## config.mk

```make
export PLATFORM = sky130hd
export DESIGN_NAME = rs232_out_player
export DESIGN_NICKNAME = d
export VERILOG_FILES = /design/src/rtl/rs232_player_pkg.sv /design/src/rtl/rs232_player_sync.sv /design/src/rtl/rs232_out_player.sv
export SDC_FILE = /design/constraint.sdc
export NUM_CORES = 1
export LEC_CHECK = 0
export CAP_MARGIN = 20
export CORE_MARGIN = 3
export CORE_UTILIZATION = 35
export DETAILED_ROUTE_END_ITERATION = 10
export HOLD_SLACK_MARGIN = 0.15
export PLACE_DENSITY = 0.64
export SYNTH_ARGS = -nofsm -noshare
export SYNTH_HDL_FRONTEND = slang
export SYNTH_SLANG_ARGS = --single-unit
export TNS_END_PERCENT = 5
```

## constraint.sdc

```tcl
create_clock -name clk_50 -period 3 [get_ports clk_50]
set_input_delay 0.45 -clock clk_50 [delete_from_list [all_inputs] [get_ports clk_50]]
set_output_delay 0.45 -clock clk_50 [all_outputs]
set_load 0.02 [all_outputs]
```

## src/rtl/rs232_player_pkg.sv

```systemverilog
// Shared definitions for the RS-232 tap OUT-buffer playback engine:
// command codes, record layout, tap line bit map and FSM state encodings.
package rs232_player_pkg;

  localparam int BUF_AW    = 9;
  localparam int LEN_W     = 10;
  localparam int REC_BYTES = 8;

  localparam logic [7:0] CMD_NOP     = 8'h00;
  localparam logic [7:0] CMD_APPLY   = 8'h01;
  localparam logic [7:0] CMD_RELEASE = 8'h02;

  // Big-endian record: byte 0 lands in the top of the 64-bit register.
  localparam int REC_CMD_LSB   = 56;
  localparam int REC_DELAY_LSB = 32;
  localparam int REC_MASK_LSB  = 16;
  localparam int REC_LEVEL_LSB = 0;

  localparam int LINE_A_RTS = 15;
  localparam int LINE_A_TXD = 14;
  localparam int LINE_A_DTR = 13;
  localparam int LINE_B_RXD = 12;
  localparam int LINE_B_CTS = 11;
  localparam int LINE_B_CD  = 10;
  localparam int LINE_B_RI  = 9;
  localparam int LINE_B_DSR = 8;
  localparam int LINE_C_RTS = 7;
  localparam int LINE_C_TXD = 6;
  localparam int LINE_C_DTR = 5;
  localparam int LINE_D_RXD = 4;
  localparam int LINE_D_CTS = 3;
  localparam int LINE_D_CD  = 2;
  localparam int LINE_D_RI  = 1;
  localparam int LINE_D_DSR = 0;

  localparam logic [15:0] LINES_A = 16'hE000;
  localparam logic [15:0] LINES_B = 16'h1F00;
  localparam logic [15:0] LINES_C = 16'h00E0;
  localparam logic [15:0] LINES_D = 16'h001F;

  typedef enum logic [5:0] {
    ST_RST     = 6'd0,
    ST_ARM     = 6'd1,
    ST_ARM_ACK = 6'd2,
    ST_WAIT    = 6'd3,
    ST_FETCH   = 6'd4,
    ST_DELAY   = 6'd5,
    ST_APPLY   = 6'd6
  } state_e;

  // Replace only the masked bits of a line vector.
  function automatic logic [15:0] merge_lines(input logic [15:0] cur,
                                              input logic [15:0] mask,
                                              input logic [15:0] level);
    return (cur & ~mask) | (level & mask);
  endfunction

endpackage

```

## src/rtl/rs232_player_sync.sv

```systemverilog
// Two-flop synchronizer for single-bit control inputs arriving from the USB domain.
module rs232_player_sync (
  input  logic clk,
  input  logic rst_n,
  input  logic d_i,
  output logic q_o
);

  logic [1:0] sync_q;

  // NOTE: flops use non-blocking assignment so both stages sample the pre-edge values.
  always_ff @(posedge clk or negedge rst_n) begin
    if (!rst_n) sync_q <= 2'b00;
    else        sync_q <= {sync_q[0], d_i};
  end

  assign q_o = sync_q[1];

endmodule

```

## src/rtl/rs232_out_player.sv

```systemverilog
// Plays 8-byte command records from the USB OUT buffer onto the tap override lines.
// Define RS232_PLAYER_ERRCNT_EN to build the error counter; otherwise err_count is 0.
module rs232_out_player
  import rs232_player_pkg::*;
(
  input  logic               clk_50,
  input  logic               reset_n,
  output logic [BUF_AW-1:0]  buf_out_addr,
  input  logic [7:0]         buf_out_q,
  input  logic [LEN_W-1:0]   buf_out_len,
  input  logic               buf_out_hasdata,
  output logic               buf_out_arm,
  input  logic               buf_out_arm_ack,
  input  logic               usb_configured,
  output logic [15:0]        ovr_en,
  output logic [15:0]        ovr_val,
  output logic               busy,
  output logic [15:0]        rec_count,
  output logic [7:0]         err_count
);

  state_e      state_q;
  logic [8:0]  addr_q;
  logic        arm_q;
  logic        busy_q;
  logic [15:0] ovr_en_q;
  logic [15:0] ovr_val_q;
  logic [15:0] rec_count_q;
  logic [63:0] rec_q;
  logic [63:0] rec_d;
  logic [6:0]  rec_idx_q;
  logic [6:0]  last_idx_q;
  logic [3:0]  fcnt_q;
  logic [23:0] dly_q;
  logic [6:0]  n_rec;
  logic [15:0] rec_mask;
  logic [15:0] rec_level;
  logic        hasdata_s;
  logic        ack_s;

  rs232_player_sync u_sync_hasdata (
    .clk   (clk_50),
    .rst_n (reset_n),
    .d_i   (buf_out_hasdata),
    .q_o   (hasdata_s)
  );

  rs232_player_sync u_sync_ack (
    .clk   (clk_50),
    .rst_n (reset_n),
    .d_i   (buf_out_arm_ack),
    .q_o   (ack_s)
  );

  assign rec_d     = {rec_q[55:0], buf_out_q};
  assign n_rec     = 7'(buf_out_len >> 3);
  assign rec_mask  = rec_q[REC_MASK_LSB +: 16];
  assign rec_level = rec_q[REC_LEVEL_LSB +: 16];

`ifdef RS232_PLAYER_ERRCNT_EN
  logic [7:0] err_q;
  assign err_count = err_q;
`else
  assign err_count = 8'h00;
`endif

  always_ff @(posedge clk_50 or negedge reset_n) begin
    if (!reset_n) begin
      state_q     <= ST_RST;
      addr_q      <= '0;
      arm_q       <= 1'b0;
      busy_q      <= 1'b1;
      ovr_en_q    <= '0;
      ovr_val_q   <= '0;
      rec_count_q <= '0;
      rec_q       <= '0;
      rec_idx_q   <= '0;
      last_idx_q  <= '0;
      fcnt_q      <= '0;
      dly_q       <= '0;
`ifdef RS232_PLAYER_ERRCNT_EN
      err_q       <= '0;
`endif
    end else if (!usb_configured && state_q != ST_RST) begin
      // Losing configuration drops all overrides and abandons the buffer.
      state_q  <= ST_ARM;
      arm_q    <= 1'b0;
      busy_q   <= 1'b1;
      ovr_en_q <= '0;
    end else begin
      case (state_q)
        ST_RST: state_q <= ST_ARM;

        ST_ARM: begin
          if (arm_q && ack_s) begin
            arm_q   <= 1'b0;
            state_q <= ST_ARM_ACK;
          end else begin
            arm_q <= 1'b1;
          end
        end

        ST_ARM_ACK: begin
          if (!ack_s) begin
            state_q <= ST_WAIT;
            busy_q  <= 1'b0;
          end
        end

        ST_WAIT: begin
          if (hasdata_s) begin
            busy_q     <= 1'b1;
            rec_idx_q  <= '0;
            last_idx_q <= n_rec - 7'd1;
`ifdef RS232_PLAYER_ERRCNT_EN
            if (buf_out_len[2:0] != 3'd0 && err_q != 8'hFF) err_q <= err_q + 8'd1;
`endif
            if (n_rec == 7'd0) begin
              state_q <= ST_ARM;
            end else begin
              state_q <= ST_FETCH;
              addr_q  <= '0;
              fcnt_q  <= '0;
            end
          end
        end

        // Addresses go out on fcnt 0..7; read data trails by two cycles.
        ST_FETCH: begin
          fcnt_q <= fcnt_q + 4'd1;
          if (fcnt_q < 4'd7) addr_q <= addr_q + 9'd1;
          if (fcnt_q >= 4'd2) rec_q <= rec_d;
          if (fcnt_q == 4'd9) begin
            dly_q   <= rec_d[REC_DELAY_LSB +: 24];
            state_q <= ST_DELAY;
          end
        end

        // The command is applied on the edge into ST_APPLY so it is visible during it.
        ST_DELAY: begin
          if (dly_q == 24'd0) begin
            state_q <= ST_APPLY;
            case (rec_q[REC_CMD_LSB +: 8])
              CMD_NOP: ;
              CMD_APPLY: begin
                ovr_en_q    <= ovr_en_q | rec_mask;
                ovr_val_q   <= merge_lines(ovr_val_q, rec_mask, rec_level);
                rec_count_q <= rec_count_q + 16'd1;
              end
              CMD_RELEASE: begin
                ovr_en_q    <= ovr_en_q & ~rec_mask;
                rec_count_q <= rec_count_q + 16'd1;
              end
              default: begin
`ifdef RS232_PLAYER_ERRCNT_EN
                if (err_q != 8'hFF) err_q <= err_q + 8'd1;
`endif
              end
            endcase
          end else begin
            dly_q <= dly_q - 24'd1;
          end
        end

        ST_APPLY: begin
          if (rec_idx_q == last_idx_q) begin
            state_q <= ST_ARM;
          end else begin
            rec_idx_q <= rec_idx_q + 7'd1;
            addr_q    <= {rec_idx_q + 7'd1, 3'd0};
            fcnt_q    <= '0;
            state_q   <= ST_FETCH;
          end
        end

        default: state_q <= ST_RST;
      endcase
    end
  end

  assign buf_out_addr = addr_q;
  assign buf_out_arm  = arm_q;
  assign busy         = busy_q;
  assign ovr_en       = ovr_en_q;
  assign ovr_val      = ovr_val_q;
  assign rec_count    = rec_count_q;

endmodule

```

### Word-level counts from Yosys, hierarchy flattened

Index checks and enable logic that the tools add are counted.

* flip-flop bits (word level): 175
* input bits: 23
* output and inout port bits: 67
* logic and storage cells: 112

* add/sub/neg operators: 6
* $lt $le $gt $ge: 2
* eq/ne operators: 21
* mux-type cells: 35
* bitwise operators: 7
* reduce and logical (&&, ||, !) cells: 27

Operator list (number)
* 16-bit bitwise AND: 3
* 16-bit two-way mux: 3
* 24-bit two-way mux: 2
* 24-bit case mux with 2 select lines: 1
* 6-bit case mux with 7 select lines: 1
* 6-bit two-way mux: 6
* 9-bit two-way mux: 4
* 16-bit OR: 2
* 16-bit case mux with 2 select lines: 1
* 9-bit case mux with 3 select lines: 1
* 24-bit zero test: 1
* 24-bit by 1-bit subtractor with 24-bit output, second input constant: 1
* 6-bit by 3-bit == test with 1-bit output, second input constant: 3
* 16-bit by 1-bit adder with 16-bit output, second input constant: 1
* 16-bit NOT: 1
* 4-bit AND reduction: 4
* 7-bit two-way mux: 2
* 7-bit case mux with 2 select lines: 1
* 6-bit by 2-bit == test with 1-bit output, second input constant: 2
* 4-bit two-way mux: 3
* 3-bit != test, second input constant: 4
* 4-bit case mux with 3 select lines: 1
* 3-bit AND reduction: 4
* 2-bit != test, second input constant: 5
* 27 further kinds: 41

### Logic depth before layout (Yosys ltp)

* depth after elaboration: 6
* depth in mapped cells: 9
* depth with buffers taken out: 7

### Hierarchy

A second synthesis with hierarchy kept.

* cells, all modules: 755
* area total of the unflattened synthesis: 8256.7 um2

By module, submodules not included
* rs232_out_player: times used 1, cells an instance 751, area an instance 8156.6 um2, seq. area each 4205.3 um2
* rs232_player_sync: times used 2, cells an instance 2, area an instance 50.0 um2, seq. area each 50.0 um2

### Least setup slack after synthesis

Ideal clock, no wire load.

* path kind: input to register
* start point: in buf_out_len[8]
* end point: reg rec_q[10]
* library setup time: 0.125 ns
* arrival time: 2.192 ns
* required time: 2.875 ns
* setup slack: 0.684 ns
* stages on the path: 6
* buffers on the path: 1
* cells stage by stage: or3_1 -> nor4b_2 -> o21ai_0 -> nand3_1 -> buf_4 -> mux2_2

RTL lines
* from (decl): RTL line rs232_out_player.sv:10 `input logic [LEN_W-1:0] buf_out_len,`
* to (signal assigned): RTL line rs232_out_player.sv:132 `if (fcnt_q >= 4'd2) rec_q <= rec_d;`
* to (decl): RTL line rs232_out_player.sv:29 `logic [63:0] rec_q;`

==> results.txt <==
----------------------------------------------------
[Worst setup path]
  Highest net fanout along the worst path ... 16
  Type of the setup path with the least slack ... reg2reg
  Worst Reg2Reg Path Length in Cells ... 5
  Startpoint of the worst register-to-register path ... state_q[2]$_DFFE_PN0P_
  Crit. Startpoint ... state_q[2]$_DFFE_PN0P_
  Arrival time reported for the critical path endpoint ... 2.85 ns
  CP endpoint kind ... register
  Kind of start point of the critical path ... register
  Setup slack of the worst register-to-register path ... 0.47 ns
  Required time of the worst setup path ... 3.31 ns

[Timing]
  Final-report max-slew violation count ... 0
  RSZ-0062 raised after global routing ... false
  Fin. Hold Viols ... 0
  Final period utilization ... 84.41%
  Max transition margin ... 43.42%
  Largest clock skew in the final design ... 0.01388 ns
  Sum of negative setup slack ... 0 ns
  Final-report setup violation count ... 0
  Transition at the pin with the smallest max-transition slack ... 0.8487 ns
  Min Tclk post-route ... 2.532 ns
  F_max ... 0.3949 GHz
  Worst hold margin ... 0.3539 ns

[Logic synthesis]
  Asr flop ratio synth ... 100.0%
  Most numerous cell types in the synthesized netlist ... sky130_fd_sc_hd__dfrtp_1, sky130_fd_sc_hd__mux2_2, sky130_fd_sc_hd__nand2_1, sky130_fd_sc_hd__nand3_1, sky130_fd_sc_hd__nor2_1
  Top area cells in the synthesized netlist ... sky130_fd_sc_hd__dfrtp_1, sky130_fd_sc_hd__mux2_2, sky130_fd_sc_hd__nand2_1
  Synth area leader ... sky130_fd_sc_hd__dfrtp_1
  Top-count cell post-synth ... sky130_fd_sc_hd__dfrtp_1
  Gate Count Post-Synth ... 786
  Number of unique standard cell types used by synthesis ... 68
  Synthesized area ... 8482 sq um
  Yosys warning total ... 0
  Top cell type's share of synthesized area ... 50.45%
  Ys flop type ... sky130_fd_sc_hd__dfrtp_1
  Number of enable-type register cells in the synthesized netlist ... 0
  Sequential cell area fraction in the yosys report ... 50.76%
  Count of state elements after synthesis ... 172
  Mean post-synth cell area ... 10.79 sq um

[Routing]
  Total detailed-routing wirelength ... 19000 microns
  Count of unresolved DRC violations after routing ... 0
  First DRT Iteration DRCs ... 369
  Via total after detailed routing ... 6310
  1st-pass router iterations ... 5
  ANT nets after route ... 0
  Wirelength per Cell ... 15.92 microns
  Routed vias/inst ... 5.289

[Final layout]
  Fraction of layout instances using a drive strength above 1 ... 17.73%
  Cell Count, Final, Fillers Out ... 1193
  Number of nets in the layout ... 894
  Ant diodes ... 0
  Synth-to-Final Area Change ... 21.23%
  # fillers ... 2220

[Place]
  PortBufs ... 78
  Placed Cells ... 1160
  Detailed-placement wirelength estimate ... 12900 microns
  Final Wtd Congestion ... 0.8364

[Power]
  Peak ir drop on the vdd network ... 0.3474 mV
  Overall power of the completed layout ... 6.382 mW
  Cell Pwr Density ... 620.7 nW/um^2
  Leakage component of the power ... 4.647 nW

[Global route]
  Initial antenna violation count ... 0
  Number of global-route vias before repair ... 6284
  First-pass GRT wire length ... 32040 microns
  Largest net degree at the start of global routing ... 104
  Remaining global-route overflow ... 0
  Combined global-route utilization of all metal layers ... 14.80%

[CTS]
  Clock-pin slew on the worst setup and hold paths ... 0.07 ns
  CTS tree ... yes
  Number of buffers created by CTS ... 17
  H-tree lvl count ... 4
  Clock Tree Buf Depth ... 2
  CTS sink cnt ... 172
  Clock insertion delay at the later pin of the skew report ... 0.43 ns
  Number of cells upsized or downsized after cts ... 0
  Root buffer cell ... sky130_fd_sc_hd__clkbuf_16

[Floorplanning]
  Cell Rows ... 56
  Die outline height ... 161.7 microns
  Die Footprint ... 26140 sq um
  Core Area ... 23610 sq um
  Effective utilization at floorplan ... 35.92%
  Top Ports ... 90
  Horizontal die dimension ... 161.7 microns

[Min path]
  Hold crit path type ... reg2reg
  Depth of the worst hold-timing path ... 0
  Worst hold path startpoint ... u_sync_hasdata.sync_q[0]$_DFF_PN0_
  Hold path endpoint ... u_sync_hasdata.sync_q[1]$_DFF_PN0_

[Outcome]
  Result of the run ... complete, no violations

[Job]
  Number of max-capacitance violations reported ... 0

----------------------------------------------------
==> what timing repair did <==
item | in CTS | in global routing
setup endpoints to repair | 0 | 0
buffers inserted | 0 | 0
hold buffers | 1 | 0
endpoints found under the hold margin | 19 | 0
==> metal layers <==
layer,up-vias,wire length (microns),GRT usage [%]
li1,3015,-,-
met1,3126,8856,20.79
met2,153,9114,23.37
met3,16,843,3.494
met4,0,181,3.567
met5,-,0,0
==> cells by family (layout without fill, tap and decap cells) <==
logic type / count (synthesis) / in the layout / synth area share, %
AO/OA/AOI/OAI: 160 / 160 / 13.04
XOR/XNOR: 31 / 31 / 3.201
adder cells (fa/ha/maj): 10 / 10 / 1.475
buffers and inverters: 70 / 151 / 3.998
flip-flops: 172 / 172 / 50.76
multiplexers: 87 / 87 / 11.92
other: 1 / 8 / 0.04421
AND/OR/NAND/NOR: 255 / 255 / 15.56
==> stage by stage <==
step	worst slack, ns	util, %	instance area [sq um]
6_report	0.4678	43.55	10280
5_1_grt	0.2934	43.55	10280
4_1_cts	0.4639	43.55	10280
3_5_place_dp	0.1646	40.91	9661
3_3_place_gp	0.1896	40.91	9661
2_1_floorplan	0.6835	-	8508
==> worst max-delay path: stages, from the launching register on <==
cell and delay, ns:
sky130_fd_sc_hd__dfrtp_1 0.51, sky130_fd_sc_hd__nor3_1 0.37, sky130_fd_sc_hd__or2_2 0.22, sky130_fd_sc_hd__and3b_1 0.72, sky130_fd_sc_hd__nand3_1 0.24, sky130_fd_sc_hd__mux2_4 0.35
==> worst max path at each step <==
stage | cells after the start | slack, ns | end
final | 5 | 0.47 | register
after detailed placement | 7 | 0.16 | rec_q[20]$_DFFE_PN0P_
after floorplan | 6 | 0.68 | rec_q[10]$_DFFE_PN0P_
after CTS | 5 | 0.46 | register
after global routing | 5 | 0.29 | register
after global placement | 7 | 0.19 | rec_q[12]$_DFFE_PN0P_
==> placed cells by master (no fill, tap or decap), types with 10 or more instances in the layout <==
cell                              instances
sky130_fd_sc_hd__ha_1                    10
sky130_fd_sc_hd__nand2_1                 68
sky130_fd_sc_hd__dfrtp_1                171
sky130_fd_sc_hd__mux2_2                  75
sky130_fd_sc_hd__a31oi_1                 17
sky130_fd_sc_hd__nor3_1                  22
sky130_fd_sc_hd__o211ai_1                13
sky130_fd_sc_hd__nand4_1                 15
sky130_fd_sc_hd__o2bb2ai_1               13
sky130_fd_sc_hd__clkbuf_16               17
sky130_fd_sc_hd__xnor2_1                 27
sky130_fd_sc_hd__and3_1                  13
sky130_fd_sc_hd__nand3_1                 48
sky130_fd_sc_hd__nor2_1                  34
sky130_fd_sc_hd__inv_1                   13
sky130_fd_sc_hd__a21oi_1                 27
sky130_fd_sc_hd__a21o_1                  21
sky130_fd_sc_hd__buf_4                   24
sky130_fd_sc_hd__clkdlybuf4s50_1         77
sky130_fd_sc_hd__o21ai_0                 23
==> where the power goes <==
| group | internal [mW] | switching [mW] |
|---|---|---|
| sequential | 2.52 | 0.216 |
| combinational | 0.553 | 0.886 |
| clock | 1.14 | 1.08 |
| total | 4.20 | 2.18 |
==> sequential cells by signal (all words and copies together), names as in the netlist, named ones only <==
name,cells
dly_q,24
last_idx_q,7
busy,1
state_q,3
ovr_en,16
fcnt_q,4
buf_out_addr,9
u_sync_ack.sync_q,2
rec_idx_q,7
buf_out_arm,1
rec_count,16
rec_q,64
u_sync_hasdata.sync_q,2
==> area by class of cell <==
cell class / count / area, sq um / area share [%]
clock buffer: 17 / 425.4 / 4.137
clock inverter: 15 / 186.4 / 1.813
inverter: 13 / 48.80 / 0.4746
multi-input combinational: 551 / 3885 / 37.78
sequential: 172 / 4305 / 41.87
tap: 319 / 399.1 / 3.882
timing repair buffer: 106 / 1032 / 10.04
Power figures use the tool's default switching activity.
